### src/rtl/rr_mux32_arbiter.sv
// Round-robin arbiter that shares one 32:1 mux output among 32 requesters.
// A grant is held for up to MAX_BURST accepted beats under a valid/ready handshake.
module rr_mux32_arbiter #(
  parameter int MAX_BURST = 4
) (
  input  logic        clk,
  input  logic        rst,
  input  logic [31:0] req,
  output logic [31:0] gnt,
  output logic [4:0]  sel,
  output logic        out_valid,
  input  logic        out_ready,
  output logic        busy
);

  localparam int CW = $clog2(MAX_BURST + 1);
  localparam logic [CW-1:0] LAST_BEAT = CW'(MAX_BURST - 1);

  typedef enum logic {IDLE, BUSY} state_t;

  state_t        state_q, state_d;
  logic [4:0]    ptr_q, ptr_d;
  logic [4:0]    sel_q, sel_d;
  logic [31:0]   gnt_q, gnt_d;
  logic [CW-1:0] beat_cnt_q, beat_cnt_d;

  logic [4:0] pick;
  logic       found;
  logic       beat;
  logic       release_now;

  // Circular priority search starting at ptr; the first hit wins.
  always_comb begin
    logic [4:0] idx;
    idx   = '0;
    pick  = '0;
    found = 1'b0;
    for (int k = 0; k < 32; k++) begin
      idx = ptr_q + 5'(k);
      if (!found && req[idx]) begin
        pick  = idx;
        found = 1'b1;
      end
    end
  end

  assign busy        = (state_q == BUSY);
  assign out_valid   = busy && req[sel_q];
  assign beat        = out_valid && out_ready;
  assign release_now = busy && (!req[sel_q] || (beat && (beat_cnt_q == LAST_BEAT)));

  always_comb begin
    state_d    = state_q;
    ptr_d      = ptr_q;
    sel_d      = sel_q;
    gnt_d      = gnt_q;
    beat_cnt_d = beat_cnt_q;
    case (state_q)
      IDLE: begin
        if (found) begin
          state_d    = BUSY;
          sel_d      = pick;
          gnt_d      = 32'h1 << pick;
          beat_cnt_d = '0;
        end
      end
      BUSY: begin
        if (release_now) begin
          // Advance past the served requester so it goes to the back of the line.
          state_d    = IDLE;
          gnt_d      = '0;
          ptr_d      = sel_q + 5'd1;
          beat_cnt_d = '0;
        end else if (beat) begin
          beat_cnt_d = beat_cnt_q + CW'(1);
        end
      end
      default: state_d = IDLE;
    endcase
  end

  always_ff @(posedge clk) begin
    if (rst) begin
      state_q    <= IDLE;
      ptr_q      <= '0;
      sel_q      <= '0;
      gnt_q      <= '0;
      beat_cnt_q <= '0;
    end else begin
      state_q    <= state_d;
      ptr_q      <= ptr_d;
      sel_q      <= sel_d;
      gnt_q      <= gnt_d;
      beat_cnt_q <= beat_cnt_d;
    end
  end

  assign gnt = gnt_q;
  assign sel = sel_q;

endmodule

### config.mk
export PLATFORM = sky130hd
export DESIGN_NAME = rr_mux32_arbiter
export DESIGN_NICKNAME = d
export VERILOG_FILES = /design/src/rtl/rr_mux32_arbiter.sv
export SDC_FILE = /design/constraint.sdc
export NUM_CORES = 1
export LEC_CHECK = 0
export BUFFER_PORTS_ARGS = -buffer_cell sky130_fd_sc_hd__buf_2
export CORE_MARGIN = 2
export CORE_UTILIZATION = 40
export CTS_CLUSTER_DIAMETER = 100
export CTS_CLUSTER_SIZE = 20
export DETAILED_ROUTE_END_ITERATION = 16
export PLACE_DENSITY = 0.66
export SLEW_MARGIN = 30
export SYNTH_ARGS = -nofsm -noshare
export SYNTH_HDL_FRONTEND = slang
export SYNTH_SLANG_ARGS = --single-unit
### constraint.sdc
create_clock -name clk -period 9.2 [get_ports clk]
set_clock_uncertainty 0.1 [all_clocks]
set_input_delay 0.46 -clock clk [delete_from_list [all_inputs] [get_ports clk]]
set_output_delay 0.46 -clock clk [all_outputs]
set_load 0.1 [all_outputs]
==> reports/metrics.cfg <==
[die]
dieArea_um2 = 24900
die_h_um = 158
io_pins = 74
core_area_um2 = 23300
rows = 56
die_w_um = 158
start_util = 0.405

[logic_synthesis]
ys.flop_type = dfxtp_1
netlist_area_um2 = 9460
postSynthCellCount = 1090
synth.distinct_cells = 86
synth_nets = 1141
seq_area_frac_synth = 0.0973
ys_seq_elements = 46
avgSynthCellArea_um2 = 8.68
synth-edff-count = 0
async_flop_share = 0
yosysWarnings = 0

[critical_path]
crit_chain = inv_1, ha_2, mux4_2, mux2i_1, mux2i_1, mux2i_1, nand2_1, nor4_4, nand4_4, nor3_4, a2111oi_0, a211o_1, a21oi_2, nor2b_1, a32o_1
startpoint = ptr_q[1]
cpLargestDelayFamily = simple AND/OR/NAND/NOR gates
crit_path_start_kind = flop
timing.critical_path.to_type = flop
crit_end = gnt[4]
rr_worst_depth = 15
reg2reg_slack_ns = 2.07
r2r_start = ptr_q[1]
cp_max_fo = 25
cp_data_arrival_time_ns = 7.26
worst_r2r_endpoint = gnt[4]
crit_buf_inv = 1
cp.depth = 15
cp_common_cell = mux2i_1
crit_type = flop to flop
cp.required_ns = 9.33
cp_slowest_stage_delay_ns = 0.84
critPathSlowestCell = ha_2

[detailed_routing]
drc = 0
num_vias = 10420
routed_wl_mm = 39.6
dr.pass1.iters = 7
wl_per_cell_um = 27.4
vias_per_cell = 7.21
drt_iter0_drc = 1689
drtAntennaViolNets = 0

[global_route]
grt_pass1_wl_mm = 59.0
busiest_layer = met2
met2_usage = 0.478
grt_pass1_vias = 9540
antenna_found_initial = 2
grt_max_degree = 46
grtUsageMet1 = 0.423
grt_use_total = 0.314
use_met3 = 0.0701
grt_overflow = 0

[placed_design]
gp_congestion = 1.03
portBuffers = 73
placedCellCount = 1437
hpwl_mm = 30.4

[cts]
clk_pin_slew_ns = 0.07
ctsHoldBuffers = 0
postCtsSetupRepairBufs = 0
cts_sinks = 46
clock_path_buffers = 2
cts_max_level = 2
clk_latency_ns = 0.30
cts_tree = built
cts_root_buffer = clkbuf_16
cts.repair.resized = 0
numCtsBuffers = 5

[min_path]
min_path_type = flop to flop
worstHoldPathCells = 1

[final_layout]
stdcell_count = 1446
syn2layout_area_growth_pct = 9.56
drive_above_1_share = 0.259
seq_area_um2 = 930
fin_nets = 1176
multi_input_area_um2 = 8180
post-route-util = 0.444
fillers = 2282

[timing]
tightest_slew_ns = 1.01
slew-limit-headroom = 0.319
fin_tns_setup_ns = 0
slew_violations = 0
setup_viol = 0
layout_min_cycle_time_ns = 7.13
fmax_mhz = 140
final_hold_viol_count = 0
period_share = 0.775
rsz0062_at_grt = false
whs_ns = 0.362

[run]
max_cap_violations = 0

[run_status]
status = finished clean

[per-layer routing]
metal / routed length (µm) / up-vias / part of all wire
li1: - / 4465 / -
met1: 15100 / 5034 / 0.38
met2: 17200 / 791 / 0.43
met3: 5160 / 130 / 0.13
met4: 2090 / 0 / 0.053
met5: 0 / - / 0
[through the flow]
| stage | worst slack [ns] | instance area, µm² |
|---|---|---|
| after floorplan | 2.59 | 9460 |
| after global placement | 2.05 | 10200 |
| after detailed placement | 1.95 | 10200 |
| after CTS | 1.90 | 10400 |
| after global routing | 1.56 | 10400 |
| final | 2.07 | 10400 |
[kinds of logic (layout without fill, tap and decap cells)]
family,count (synthesis),count (layout),synth area share
multiplexers,231,231,0.365
other,0,1,0
AND/OR/NAND/NOR,350,350,0.193
adder cells (fa/ha/maj),16,16,0.0212
XOR/XNOR,33,33,0.0306
buffers and inverters,99,135,0.0467
flip-flops,46,46,0.0973
AO/OA/AOI/OAI,315,315,0.246
[worst reg2reg max path, cell delays in order, from the launching register on]
cell       delay, ns
dfxtp_4         0.56
inv_1           0.36
ha_2            0.85
mux4_2          0.70
mux2i_1         0.28
mux2i_1         0.15
mux2i_1         0.69
nand2_1         0.48
nor4_4          0.74
nand4_4         0.27
nor3_4          0.37
a2111oi_0       0.15
a211o_1         0.34
a21oi_2         0.21
nor2b_1         0.57
a32o_1          0.26
[synthesized netlist by cell type, drive strengths merged, types with 18 or more instances]
library cell  number  area, µm²
mux4              85       1910
nor2              84        318
mux2i             81        811
nand2             78        295
mux2              65        732
a21oi             53        269
nor3              51        267
o21ai             50        254
dfxtp             46        921
clkbuf            41        154
buf               37        209
nand3             24        120
a32o              21        210
a22o              20        175
nor4              18        155
[cell type report]
cell class	instances	area share
Clock inverter	1	0.000724
Sequential cell	46	0.0897
Antenna cell	1	0.000241
Inverter	21	0.00761
Multi-Input combinational cell	945	0.789
Timing Repair Buffer	106	0.0592
Tap cell	319	0.0385
Clock buffer	7	0.0148
[layout by cell type, fill, tap and decap left out, drive strengths merged, types with 7 or more instances in the layout]
cell type    n
nor2b       11
nand2b      11
nand3       24
nor4        18
or2          7
mux2        65
a22oi       10
xor2        16
nor2        84
a22o        20
and3         9
mux4        85
a32oi        7
clkbuf       7
a31oi       11
inv         17
a211oi      17
o211ai      11
and2        13
a2111oi      9
o22ai       14
nand2       78
o21ai       50
nor3        51
buf        106
a32o        21
a221oi       9
xnor2       17
ha          16
a21oi       53
o21a         8
mux2i       81
o2111ai      7
dfxtp       46
a21boi       9
nand4       15
[registers in the layout (all words and copies together), names as in the netlist]
signal,cells
ptr_q,5
gnt,32
beat_cnt_q,3
sel,5
busy,1
[worst min path at each step]
stage / end / slack [ns] / start
final: gnt[30] / 0.36 / gnt[30]
after global routing: gnt[20] / 0.37 / gnt[20]
after floorplan: beat_cnt_q[2] / 0.36 / beat_cnt_q[2]
after detailed placement: gnt[28] / 0.35 / gnt[28]
after CTS: gnt[28] / 0.36 / gnt[28]
after global placement: gnt[22] / 0.34 / gnt[22]
Power is left out: the tool's default activity adds up to more than one toggle a clock period on the data nets, which glitch-free logic cannot reach.
